`config.mk`:
```
export PLATFORM = sky130hd
export DESIGN_NAME = divider_control
export DESIGN_NICKNAME = d
export VERILOG_FILES = /design/src/rtl/divider_control.sv
export SDC_FILE = /design/constraint.sdc
export NUM_CORES = 1
export LEC_CHECK = 0
export BUFFER_PORTS_ARGS = -buffer_cell sky130_fd_sc_hd__buf_2
export CORE_AREA = 2 2 39 41
export DETAILED_ROUTE_END_ITERATION = 6
export DIE_AREA = 0 0 41 43
export HOLD_SLACK_MARGIN = 0.15
export PLACE_DENSITY = 0.6
export SLEW_MARGIN = 20
export SYNTH_ARGS = -nofsm -noshare
export SYNTH_HDL_FRONTEND = slang
export SYNTH_SLANG_ARGS = --single-unit
```
`constraint.sdc`:
```
create_clock -name clk -period 2.22 [get_ports clk]
set_clock_uncertainty 0.1 [all_clocks]
set_input_delay 0.444 -clock clk [delete_from_list [all_inputs] [get_ports clk]]
set_output_delay 0.444 -clock clk [all_outputs]
set_load 0.01 [all_outputs]
```
`src/rtl/divider_control.sv`:
```
// divider_control
//   Control FSM for a restoring-division datapath (8-bit dividend, 7-bit
//   divisor, 8-bit quotient, 7-bit remainder). One division per accepted
//   start: LOAD, then N iterations of SHIFT / SUB / DECIDE, then a one-cycle
//   DONE during which the datapath quotient/remainder are valid.
//
// Ports
//   clk    in   rising-edge clock
//   reset  in   asynchronous, active-low; forces IDLE and all outputs to 0
//   start  in   division request, sampled only in IDLE and DONE
//   sign   in   registered datapath borrow flag (1 = last subtract negative)
//   load   out  datapath loads operands and clears the remainder
//   add    out  enables the datapath ALU write to the remainder
//   shift  out  shifts {remainder, quotient} left, inbit enters quotient[0]
//   inbit  out  bit written into quotient[0] on shift / set-bit
//   sel    out  00 hold, 01 rem-div, 10 rem+div (restore), 11 quotient[0]<=inbit
//   busy   out  high while a division is in progress
//   done   out  one-cycle pulse, results valid
module divider_control #(
  parameter int N = 8
) (
  input  logic       clk,
  input  logic       reset,
  input  logic       start,
  input  logic       sign,
  output logic       load,
  output logic       add,
  output logic       shift,
  output logic       inbit,
  output logic [1:0] sel,
  output logic       busy,
  output logic       done
);

  // Guard against a zero-width counter when N is 1.
  localparam int CNT_W = (N > 1) ? $clog2(N) : 1;
  localparam logic [CNT_W-1:0] CNT_LAST = CNT_W'(N - 1);

  localparam logic [1:0] SEL_HOLD = 2'b00;
  localparam logic [1:0] SEL_SUB  = 2'b01;
  localparam logic [1:0] SEL_ADD  = 2'b10;
  localparam logic [1:0] SEL_SET  = 2'b11;

  typedef enum logic [2:0] {
    IDLE   = 3'd0,
    LOAD   = 3'd1,
    SHIFT  = 3'd2,
    SUB    = 3'd3,
    DECIDE = 3'd4,
    DONE   = 3'd5
  } state_t;

  state_t           state;
  state_t           state_nxt;
  logic [CNT_W-1:0] cnt;
  logic [CNT_W-1:0] cnt_nxt;

  // State register and iteration counter.
  always_ff @(posedge clk or negedge reset) begin
    if (!reset) begin
      state <= IDLE;
      cnt   <= '0;
    end else begin
      state <= state_nxt;
      cnt   <= cnt_nxt;
    end
  end

  // Next-state logic. start is only looked at in IDLE and DONE, so a request
  // arriving mid-division is dropped rather than queued.
  always_comb begin
    state_nxt = state;
    cnt_nxt   = cnt;
    case (state)
      IDLE: begin
        if (start) state_nxt = LOAD;
      end
      LOAD: begin
        cnt_nxt   = '0;
        state_nxt = SHIFT;
      end
      SHIFT: state_nxt = SUB;
      SUB:   state_nxt = DECIDE;
      DECIDE: begin
        if (cnt == CNT_LAST) begin
          state_nxt = DONE;
        end else begin
          cnt_nxt   = cnt + CNT_W'(1);
          state_nxt = SHIFT;
        end
      end
      DONE: begin
        state_nxt = start ? LOAD : IDLE;
      end
      default: state_nxt = IDLE;
    endcase
  end

  // Output decode. sign is consulted only in DECIDE, so an unknown borrow
  // flag in any other state cannot reach the outputs.
  always_comb begin
    load  = 1'b0;
    add   = 1'b0;
    shift = 1'b0;
    inbit = 1'b0;
    sel   = SEL_HOLD;
    busy  = 1'b0;
    done  = 1'b0;
    case (state)
      LOAD: begin
        load = 1'b1;
        busy = 1'b1;
      end
      SHIFT: begin
        shift = 1'b1;
        busy  = 1'b1;
      end
      SUB: begin
        add  = 1'b1;
        sel  = SEL_SUB;
        busy = 1'b1;
      end
      DECIDE: begin
        busy = 1'b1;
        if (sign) begin
          // Subtract went negative: add the divisor back, quotient bit stays 0.
          add = 1'b1;
          sel = SEL_ADD;
        end else begin
          inbit = 1'b1;
          sel   = SEL_SET;
        end
      end
      DONE: begin
        done = 1'b1;
      end
      default: ;
    endcase
  end

endmodule

```
# Word-level counts from Yosys, hierarchy flattened
# Cells that the tools add are included.
# W data, S select, Z words.
# word_totals
reg_bits	6
inputBits	4
output_inout_bits	8
elab_cells	31
# op_classes
add_sub_neg	1
n_eq_ne	8
muxes	16
n_reduce_logical	4
# op_table
op	n
$pmux W3 S6	1
$eq A3 B3 Y1 const B	3
$mux W1	9
$mux W3	3
$eq A3 B2 Y1 const B	2
$pmux W3 S2	1
$ne A2 B2 Y1 const B	2
$pmux W2 S2	1
$reduce_or A4 Y1	1
$add A3 B1 Y3 const B	1
$eq A3 B1 Y1 const B	1
$logic_not A3 Y1	1
$pmux W1 S2	1
$reduce_and A2 Y1	1
$reduce_bool A2 Y1	1

# Depth between registers and ports, before layout
# Gate-level depths: netlist of run 1.
# depth
ltp_word	3
ltp_mapped	5
mapped_depth_nobuf	5

# Least setup slack after synthesis of run 1
# Ideal clock, no wire load.
# synth_path
path_type	register to register
startpoint	reg cnt[0]
endpoint	reg cnt[0]
setup_time_ps	126
t_arrival_ps	1354
required_ps	1994
slack_ps	640
path_stages_with_launch	6
n_path_buf	0
synth_period_minus_slack_ps	1580
cell_sequence	dfrtp_1 -> ha_1 -> ha_1 -> o21ai_2 -> nand2b_4 -> a221o_1
# synth_between
elab_chain_len	3
word_cells_on_any_way	6
classes_between	add/sub: 1; eq/ne: 2; mux: 2; reduce/logical: 1
# synth_lines
element	line	rtl
start: declaration	55	logic [CNT_W-1:0] cnt;
start signal: assignment	65	cnt <= cnt_nxt;
$add A3 B1 Y3 / $eq A3 B3 Y1 (equally long branches)	88, 85	
$mux W3 / $ne A2 B2 Y1 (equally long branches)	n/a	
$pmux W3 S2 / $reduce_and A2 Y1 (equally long branches)	n/a	
# Several ways; a longest one is shown, not always the timed one. The select of a mux whose other input is x is not followed.
# A chain may end at the register's enable or synchronous reset.

# Worst setup path after layout of run 1
# layout_path
startpoint	reg state[2]
endpoint	out add
# layout_between
elab_chain_len	2
word_cells_on_any_way	3
classes_between	eq/ne: 2; mux: 1
# layout_lines
element	line	rtl
start: declaration	53	state_t state;
start signal: assignment	64	state <= state_nxt;
$eq A3 B3 Y1 / $eq A3 B2 Y1 (equally long branches)	109	case (state)
$pmux W1 S2 *	109	
end: declaration	27	output logic add,
# Mark *: on every way between the ends. The rest lies on a longest branch, timed or not.

==> impl_metrics.ini, run 1 <==
[run_status]
status = complete, no violations

[placement]
detailed_place_hpwl_um = 563
port_buffers = 11
dpl.cell_count = 68
place_congestion = 0.665

[job]
max-cap-violations = 0

[synth]
synthDominantCellAreaShare_pct = 34.1
yosysSeqAreaShare_pct = 34.1
netlist.top_cell.by_area = sky130_fd_sc_hd__dfrtp_1
yosys.cell_count.top_type = sky130_fd_sc_hd__dfrtp_1
synth.top_cells.by_count = 6 x sky130_fd_sc_hd__dfrtp_1, 5 x sky130_fd_sc_hd__nor2_1, 3 x sky130_fd_sc_hd__a221o_1, 3 x sky130_fd_sc_hd__and2_1
postSynth.asyncResetShare_pct = 100
syn-mean-instance-area_um2 = 10.0
synthFlopType = sky130_fd_sc_hd__dfrtp_1
synth_area_um2 = 440
synthesis.instances = 44
synth-warning-count = 0
synth.top_cells.by_area = sky130_fd_sc_hd__dfrtp_1 34%, sky130_fd_sc_hd__a221o_1 6.8%, sky130_fd_sc_hd__ha_1 5.7%, sky130_fd_sc_hd__buf_6 5.1%, sky130_fd_sc_hd__and2_1 4.3%
synth_seq_cells = 6
number_of_enable_flip_flop_cells_after_synthesis = 0
syn_nets = 50
ys_types = 23

[timing]
min_period_over_period_pct = 88.1
setup-violations-final = 0
max_slew.worst_pin.slew_ns = 0.459
timing_max_transition_violations_final = 0
setup_tns_ns = 0
report.final.hold_viol_count = 0
max-slew-margin-rel_pct = 69.4
rsz0062_at_grt = no
maxClockFrequency_ghz = 0.511
post-route-min-period_ns = 1.96

[critical_path]
buffers_and_inverters_on_the_worst_path = 1
kind_of_critical_path = flop to output pin
cp.required_ns = 1.68
cpMaxStageDelayCell = sky130_fd_sc_hd__dfrtp_1
critPathMaxFanout = 14
worstPathArrival_ns = 1.41
critical-path-max-stage-delay_ns = 0.60
timing.critical_path.from_type = flop
crit_chain = and3b_1 > a31o_1 > buf_2
cpLargestDelayFamily = flip-flops
endpoint_kind = output pin

[clocking]
clock_tree.root_cell = sky130_fd_sc_hd__clkbuf_4
cts.sinks = 6
h-tree-depth = 1
clockBufferDepth = 2
cts.repair_timing.setup_buffer_count = 0
clk_pin_slew_ns = 0.05
number_of_gates_resized_after_cts = 0
tritoncts = built
worstSkewPairLatency_ns = 0.24
numCtsBuffers = 3

[detailed_routing]
drc = 0
via_count = 353
drt-total-wl_um = 795
drt_pass1_iterations = 4
route.antenna.remaining_nets = 0
routedWlPerCell_um = 11.0
vias_per_cell = 4.90
first_iter_violations = 12

[global_route]
globalRoute.totalOverflow = 0
maximum_number_of_pins_on_one_net_before_global_route_repair = 15
antenna_found_initial = 0
grt_pass1_vias = 325
grtUsageTotal_pct = 11.7
grt_pass1_wl_mm = 1.38

[layout]
final-instance-count-excl-fill = 72
syn2layout_area_growth_pct = 18.2
antenna_cells_inserted = 0
final_layout_size_suffix_gt1_share_pct = 30.4
fin_util_pct = 37.6
final_layout_net_count = 64

[power]
report.power.total_uw = 758
irDropWorstVdd_v = 0.000400
power.density_nw_per_um2 = 1460
total_leakage_power_uw = 0.000262

[floorplanning]
dieHeight_um = 43
core.rowCount = 14
die_width_um = 41
die_area_um2 = 1760
start_util_pct = 31.8
num_io_pins = 12
core_ar_um2 = 1380

[min_path]
min_path_type = primary input to flop
==> cells in the final DEF, fill, tap and decap left out, types with 2 or more instances in the layout <==
| cell | Yosys | final |
|---|---|---|
| sky130_fd_sc_hd__buf_2 | 1 | 11 |
| sky130_fd_sc_hd__dfrtp_1 | 6 | 6 |
| sky130_fd_sc_hd__nor2_1 | 5 | 5 |
| sky130_fd_sc_hd__and2_1 | 3 | 3 |
| sky130_fd_sc_hd__a221o_1 | 3 | 3 |
| sky130_fd_sc_hd__clkbuf_4 | 0 | 3 |
| sky130_fd_sc_hd__nor3b_1 | 2 | 2 |
| sky130_fd_sc_hd__and3b_1 | 2 | 2 |
| sky130_fd_sc_hd__xnor2_1 | 2 | 2 |
| sky130_fd_sc_hd__a31o_1 | 2 | 2 |
| sky130_fd_sc_hd__nand2b_1 | 2 | 2 |
| sky130_fd_sc_hd__nor2b_1 | 2 | 2 |
| sky130_fd_sc_hd__ha_1 | 2 | 2 |
==> worst register-to-register path: stages (launching register included) <==
cell,delay [ns]
sky130_fd_sc_hd__dfrtp_1,0.40
sky130_fd_sc_hd__ha_1,0.21
sky130_fd_sc_hd__ha_1,0.24
sky130_fd_sc_hd__o21ai_2,0.19
sky130_fd_sc_hd__nand2b_4,0.08
sky130_fd_sc_hd__a221o_1,0.34
==> per-stage QoR <==
step / hold slack, ns / setup slack (ns) / cell area [um^2]
2_1_floorplan: 0.0484 / 0.640 / 440
3_3_place_gp: 0.177 / 0.529 / 488
3_5_place_dp: 0.176 / 0.536 / 488
4_1_cts: 0.392 / 0.264 / 520
5_1_grt: 0.410 / 0.166 / 520
6_report: 0.395 / 0.264 / 520
==> flip-flops by register name, indices dropped and copies added (netlist names) <==
signal  count
cnt         3
state       3
==> metal layers <==
layer	track usage (%)	wire length [um]	up-vias	part of all wire (%)
met3	4.71	23	0	2.9
met2	15.3	396	8	50
li1	-	-	179	-
met4	6.00	0	0	0
met5	0	0	-	0
met1	15.9	375	166	47
==> layout make-up <==
| type | count | area, um^2 |
|---|---|---|
| sequential | 6 | 150 |
| fill | 147 | 863 |
| inverter | 2 | 7.51 |
| multi-input combinational | 33 | 255 |
| timing repair buffer | 12 | 65.1 |
| clock buffer | 3 | 22.5 |
| tap | 16 | 20.0 |
==> report_power, final <==
group | total, uW | internal [uW] | switching (uW) | leakage [uW]
combinational | 387 | 216 | 171 | 0.000171
sequential | 268 | 157 | 111 | 0.0000765
clock | 103 | 61.3 | 41.3 | 0.0000138
==> worst paths after layout <==
kind	startpoint	end	slack (ns)	cells past startpoint
max reg2reg	cnt[0]$_DFFE_PN0P_	cnt[0]$_DFFE_PN0P_	0.55	5
min reg2reg	cnt[1]$_DFFE_PN0P_	cnt[1]$_DFFE_PN0P_	0.44	1
min in group asynchronous	reset	state[1]$_DFFE_PN0P_	0.46	2
max in group asynchronous	reset	cnt[0]$_DFFE_PN0P_	1.42	2
max	state[2]$_DFFE_PN0P_	add	0.26	3
min	start	state[0]$_DFFE_PN0P_	0.39	3
==> cells by family after synthesis <==
group,share of synthesized area (%)
buffers and inverters,7.95
adders and majority gates,5.68
AOI/OAI and AO/OA,17.9
DFF,34.1
xor gates and xnor gates,3.98
and+or+nand+nor,28.1
muxes,2.27
==> repair_timing <==
action | 4_1_cts | 5_1_grt
setup endpoints to repair | 0 | 0
endpoints found under the hold margin | 6 | 0
hold buffers | 1 | 0
No activity file was read; power rests on OpenSTA's default activity.
==> run 2: changes to the inputs <==
--- a/config.mk
+++ b/config.mk
@@ -5,12 +5,13 @@
 export SDC_FILE = /design/constraint.sdc
 export NUM_CORES = 1
 export LEC_CHECK = 0
+export ABC_AREA = 1
 export BUFFER_PORTS_ARGS = -buffer_cell sky130_fd_sc_hd__buf_2
 export CORE_AREA = 2 2 39 41
 export DETAILED_ROUTE_END_ITERATION = 6
 export DIE_AREA = 0 0 41 43
 export HOLD_SLACK_MARGIN = 0.15
-export PLACE_DENSITY = 0.6
+export PLACE_DENSITY = 0.49
 export SLEW_MARGIN = 20
 export SYNTH_ARGS = -nofsm -noshare
 export SYNTH_HDL_FRONTEND = slang
==> constraint.sdc (replaced) <==
create_clock -name clk -period 2.22 [get_ports clk]
set_clock_uncertainty 0.1 [all_clocks]
set_input_delay 0.222 -clock clk [delete_from_list [all_inputs] [get_ports clk]]
set_output_delay 0.222 -clock clk [all_outputs]
set_load 0.01 [all_outputs]
==> run 2 against run 1 <==
Against the previous run:
- cell area is 6.5% lower
- count of clock-buffer cells in the layout stayed put
- synthesized cell count up 14%
- fmax grew 22%
- die area unchanged
==> impl_metrics.ini, run 2 <==
[min_path]
min-delay-start = start
min_path_type = primary input to flop
worstHoldEndpoint = state[0]$_DFFE_PN0P_
min_path_cells = 4

[placement]
port_buffers = 11
placed_area_um2 = 454
place_congestion = 0.709
detailed_place_hpwl_um = 624

[critical_path]
critPathMaxFanout = 7
cpMaxStageDelayCell = sky130_fd_sc_hd__dfrtp_1
critical-path-top-cell-by-count = sky130_fd_sc_hd__nand2_1
worstReg2RegEnd = cnt[1]$_DFFE_PN0P_
kind_of_critical_path = flop to output pin
reg2reg_from = cnt[0]$_DFFE_PN0P_
buffers_and_inverters_on_the_worst_path = 2
r2r_slack_ns = 0.82
timing.critical_path.from_type = flop
critical-path-max-stage-delay_ns = 0.45
endpoint_kind = output pin
worstPathArrival_ns = 1.28
crit_chain = nor2_4 > nand2_2 > inv_2 > nand2_1 > nand2_1 > buf_2
cpLargestDelayFamily = flip-flops
cp.required_ns = 1.90
r2r_cell_count = 6
crit_start = state[0]$_DFFE_PN0P_

[timing]
max_slew.worst_pin.slew_ns = 0.227
max-slew-margin-rel_pct = 84.9
post-route-min-period_ns = 1.60
min_period_over_period_pct = 72.0
timing_max_transition_violations_final = 0
setup_tns_ns = 0
rsz0062_at_grt = no
report.final.hold_viol_count = 0
setup-violations-final = 0
maxClockFrequency_ghz = 0.626

[detailed_routing]
vias_per_cell = 4.35
drt_pass1_iterations = 4
route.antenna.remaining_nets = 0
drt-total-wl_um = 782
drc = 0
routedWlPerCell_um = 9.65
via_count = 352
first_iter_violations = 4

[layout]
antenna_cells_inserted = 0
largest_registers = cnt x3, state x3
post_route_cell_area_um2 = 487
syn2layout_area_growth_pct = 28.4
register_area_um2 = 150
mostFrequentLayoutCells = 11 x sky130_fd_sc_hd__nand2_1, 11 x sky130_fd_sc_hd__buf_2, 7 x sky130_fd_sc_hd__nand3_1
fillCellCount = 159
final_layout_size_suffix_gt1_share_pct = 35.4
area_occupied_by_multi_input_gates_um2 = 195
final_layout_net_count = 73

[floorplanning]
die_width_um = 41
start_util_pct = 27.4
num_io_pins = 12
core_ar_um2 = 1380
core.rowCount = 14
dieHeight_um = 43
die_area_um2 = 1760

[run_status]
status = complete, no violations

[synth]
synth.top_cells.by_area = sky130_fd_sc_hd__dfrtp_1 40%, sky130_fd_sc_hd__nand2_1 11%, sky130_fd_sc_hd__nand3_1 9.2%, sky130_fd_sc_hd__ha_1 6.6%, sky130_fd_sc_hd__inv_1 5.0%
yosys-mux-area-fraction_pct = 0
postSynth.asyncResetShare_pct = 100
yosys.cell_count.top_type = sky130_fd_sc_hd__nand2_1
synthAdderAreaFrac_pct = 6.60
synth_area_um2 = 379
yosysSeqAreaShare_pct = 39.6
synthDominantCellAreaShare_pct = 39.6
synth_compound_area_share_pct = 1.32
synth_xor_xnor_area_share_pct = 0
synth.top_cells.by_count = 11 x sky130_fd_sc_hd__nand2_1, 7 x sky130_fd_sc_hd__nand3_1, 6 x sky130_fd_sc_hd__dfrtp_1
syn_nets = 56
synth-warning-count = 0
netlist.top_cell.by_area = sky130_fd_sc_hd__dfrtp_1
number_of_enable_flip_flop_cells_after_synthesis = 0
ys_types = 15
synthesis.instances = 50
yosys.area_share.simple_pct = 43.6
syn-mean-instance-area_um2 = 7.58
main_combinational_cell_family_by_area_after_synthesis = simple AND/OR/NAND/NOR gates
synthFlopType = sky130_fd_sc_hd__dfrtp_1
synth_seq_cells = 6

[clocking]
clock_tree.root_cell = sky130_fd_sc_hd__clkbuf_4
worstSkewPairLatency_ns = 0.24
h-tree-depth = 1
clockBufferDepth = 2
number_of_gates_resized_after_cts = 0
tritoncts = built
cts.repair_timing.setup_buffer_count = 0
clk_pin_slew_ns = 0.04
numCtsBuffers = 3
cts.sinks = 6

[power]
total_leakage_power_uw = 0.000295
irDropWorstVdd_v = 0.000397
power.density_nw_per_um2 = 1310

[global_route]
maximum_number_of_pins_on_one_net_before_global_route_repair = 8
globalRoute.totalOverflow = 0
grtUsageTotal_pct = 11.0
antenna_found_initial = 0
grt_pass1_vias = 332
grt_pass1_wl_mm = 1.25

[job]
max-cap-violations = 0
[run 2: changes by cell type after synthesis, sizes merged, moves of 3 or more]
| cell | previous run | this run |
|---|---|---|
| a221o | 3 | 0 |
| and2 | 3 | 0 |
| buf | 3 | 0 |
| inv | 1 | 9 |
| nand2 | 1 | 13 |
| nand2b | 3 | 0 |
| nand3 | 0 | 8 |
[run 2: per-layer routing]
layer / track usage (%) / routed length (um) / share of wire (%) / vias to the layer above
li1: - / - / - / 190
met1: 11.8 / 368 / 47 / 155
met2: 16.3 / 369 / 47 / 7
met3: 9.42 / 43 / 5.5 / 0
met4: 2.00 / 0 / 0 / 0
met5: 0 / 0 / 0 / -
[run 2: layout make-up]
class / instances / share of cell area, %
multi-input cells: 35 / 40.1
clock buffers: 3 / 4.63
well taps: 16 / 4.11
flip-flops and latches: 6 / 30.8
repair buffers: 12 / 13.4
inverters: 9 / 6.94
[run 2: per-stage QoR]
| stage | setup WS, ns | hold slack [ns] | total power (uW) | util (%) | instances |
|---|---|---|---|---|---|
| 2_1_floorplan | 0.889 | -0.174 | 431 | - | 50 |
| 3_3_place_gp | 0.837 | -0.0475 | 545 | 32.8 | 77 |
| 3_5_place_dp | 0.820 | -0.0503 | 542 | 32.8 | 77 |
| 4_1_cts | 0.601 | 0.182 | 649 | 35.2 | 81 |
| 5_1_grt | 0.514 | 0.186 | 700 | 35.2 | 81 |
| 6_report | 0.621 | 0.201 | 637 | 35.2 | 81 |
[run 2: worst max path at each step]
stage / cells past startpoint / to / slack [ns]
floorplan: 5 / cnt[0]$_DFFE_PN0P_ / 0.89
global placement: 5 / cnt[0]$_DFFE_PN0P_ / 0.84
detailed placement: 5 / cnt[2]$_DFFE_PN0P_ / 0.82
CTS: 6 / add / 0.60
global route: 4 / sel[0] / 0.51
finish: 6 / add / 0.62
[run 2: timing repair]
item / CTS / global route
endpoints found under the hold margin: 6 / 0
setup endpoints to repair: 0 / 0
hold buffers: 1 / 0
[run 2: logic make-up after synthesis]
kind of cell | Yosys count
adders and majority gates | 2
buffers and inverters | 9
AOI/OAI and AO/OA | 1
and+or+nand+nor | 32
DFF | 6
[run 2: worst min-delay path: stages]
cell                       delay, ns
sky130_fd_sc_hd__buf_2          0.08
sky130_fd_sc_hd__nand3b_1       0.10
sky130_fd_sc_hd__nand2_1        0.06
sky130_fd_sc_hd__inv_1          0.04
[run 2: power breakdown]
| group | internal, uW | switching [uW] |
|---|---|---|
| Sequential | 148 | 57.6 |
| Clock | 61.0 | 37.4 |
| Combinational | 128 | 206 |
| Total | 337 | 301 |
==> run 3: changes to the inputs <==
==> constraint.sdc (replaced) <==
create_clock -name clk -period 1.58 [get_ports clk]
set_clock_uncertainty 0.1 [all_clocks]
set_input_delay 0.158 -clock clk [delete_from_list [all_inputs] [get_ports clk]]
set_output_delay 0.158 -clock clk [all_outputs]
set_load 0.01 [all_outputs]
==> run 3 against run 2 <==
Against the previous run:
- register-to-register slack worse by 0.64 ns
- non-clock buffer count is 1 higher
- combinational power is 46% higher
- final cell count is 1.2% higher
- clock power is 43% higher
- hold slack worse by 0.042 ns
- first-iteration DRC count is 75% higher
- core utilization is 1.5 points higher
- critical path type unchanged
- highest routed layer unchanged
==> impl_metrics.ini, run 3 (synthesis results as in run 2) <==
[floorplanning]
start_util_pct = 27.4
core_ar_um2 = 1380
dieHeight_um = 43
die_area_um2 = 1760
core.rowCount = 14
num_io_pins = 12
die_width_um = 41

[timing]
post-route-min-period_ns = 1.49
report.final.hold_viol_count = 0
max_slew.worst_pin.slew_ns = 0.167
min_period_over_period_pct = 94.4
maxClockFrequency_ghz = 0.670
max-slew-margin-rel_pct = 88.8
rsz0062_at_grt = no
setup_tns_ns = 0
timing_max_transition_violations_final = 0
setup-violations-final = 0

[critical_path]
worstReg2RegEnd = cnt[2]$_DFFE_PN0P_
cp.required_ns = 1.32
worstPathArrival_ns = 1.23
r2r_slack_ns = 0.18
reg2reg_from = cnt[0]$_DFFE_PN0P_
timing.critical_path.from_type = flop
endpoint_kind = output pin
r2r_cell_count = 6
critPathMaxFanout = 7
kind_of_critical_path = flop to output pin

[layout]
largest_registers = cnt x3, state x3
mostFrequentLayoutCells = 11 x sky130_fd_sc_hd__nand2_1, 11 x sky130_fd_sc_hd__buf_2, 7 x sky130_fd_sc_hd__nand3_1
syn2layout_area_growth_pct = 34.0
final-instance-count-excl-fill = 82
post_route_cell_area_um2 = 508
antenna_cells_inserted = 0
final_layout_size_suffix_gt1_share_pct = 40.9
final_layout_net_count = 74

[clocking]
cts.repair_timing.setup_buffer_count = 0
clock_tree.root_cell = sky130_fd_sc_hd__clkbuf_4
clockBufferDepth = 2
worstSkewPairLatency_ns = 0.24
clk_pin_slew_ns = 0.05
numCtsBuffers = 3
cts.sinks = 6
tritoncts = built
h-tree-depth = 1

[placement]
dpl.cell_count = 77
placed_area_um2 = 454
place_congestion = 0.708
port_buffers = 11
detailed_place_hpwl_um = 636

[global_route]
globalRoute.totalOverflow = 0
maximum_number_of_pins_on_one_net_before_global_route_repair = 8
grt_pass1_wl_mm = 1.26
antenna_found_initial = 0
grt_pass1_vias = 314
grtUsageTotal_pct = 11.1

[detailed_routing]
first_iter_violations = 7
via_count = 359
vias_per_cell = 4.38
route.antenna.remaining_nets = 0
drc = 0
drt-total-wl_um = 801
drt_pass1_iterations = 4
routedWlPerCell_um = 9.77

[job]
max-cap-violations = 0

[run_status]
status = complete, no violations

[power]
total_leakage_power_uw = 0.000304
report.power.total_uw = 928
power.density_nw_per_um2 = 1830
irDropWorstVdd_v = 0.000576

[min_path]
min_path_type = primary input to async pin
run 3: timing repair:
action / CTS / global route
resized for setup: 0 / 5
endpoints found under the setup margin: 0 / 3
endpoints found under the hold margin: 7 / 0
hold buffers: 2 / 0
run 3: worst max path at each step:
stage | startpoint | endpoint | cells after the start
after floorplan | cnt[0]$_DFFE_PN0P_ | cnt[0]$_DFFE_PN0P_ | 5
after global placement | cnt[0]$_DFFE_PN0P_ | cnt[0]$_DFFE_PN0P_ | 5
after detailed placement | cnt[0]$_DFFE_PN0P_ | cnt[2]$_DFFE_PN0P_ | 6
after CTS | state[0]$_DFFE_PN0P_ | add | 6
after global routing | state[1]$_DFFE_PN0P_ | sel[0] | 4
final | state[1]$_DFFE_PN0P_ | add | 6
run 3: area by class of cell:
type	instances	area [um^2]
inverter	9	33.8
timing repair buffer	13	75.1
fill	152	876
clock buffer	3	22.5
multi-input combinational	35	203
sequential	6	154
tap	16	20.0
run 3: per-stage QoR:
stage	utilization [%]	hold WS (ns)	setup WS, ns
final	36.7	0.159	0.0882
after global routing	36.7	0.176	0.00725
after CTS	35.9	0.161	0.0142
after detailed placement	32.8	-0.114	0.175
after global placement	32.8	-0.111	0.196
after floorplan	-	-0.238	0.249
run 3: worst max-delay path, cell delays in order (launching register included):
cell	delay, ns
sky130_fd_sc_hd__dfrtp_2	0.44
sky130_fd_sc_hd__nor2_4	0.19
sky130_fd_sc_hd__nand2_4	0.10
sky130_fd_sc_hd__inv_2	0.06
sky130_fd_sc_hd__nand2_1	0.04
sky130_fd_sc_hd__nand2_1	0.04
sky130_fd_sc_hd__buf_2	0.12
run 3: report_power, final:
part / switching (uW) / total [uW] / internal, uW / leakage (uW)
combinational: 300 / 487 / 187 / 0.000215
sequential: 84.5 / 300 / 215 / 0.0000755
clock: 55.3 / 141 / 85.9 / 0.0000138
total: 440 / 928 / 488 / 0.000304
run 3: per-layer routing:
metal | vias up | wire [um] | global-route usage, %
li1 | 193 | - | -
met1 | 157 | 375 | 12.1
met2 | 9 | 369 | 16.3
met3 | 0 | 57 | 9.42
met4 | 0 | 0 | 2.00
met5 | - | 0 | 0
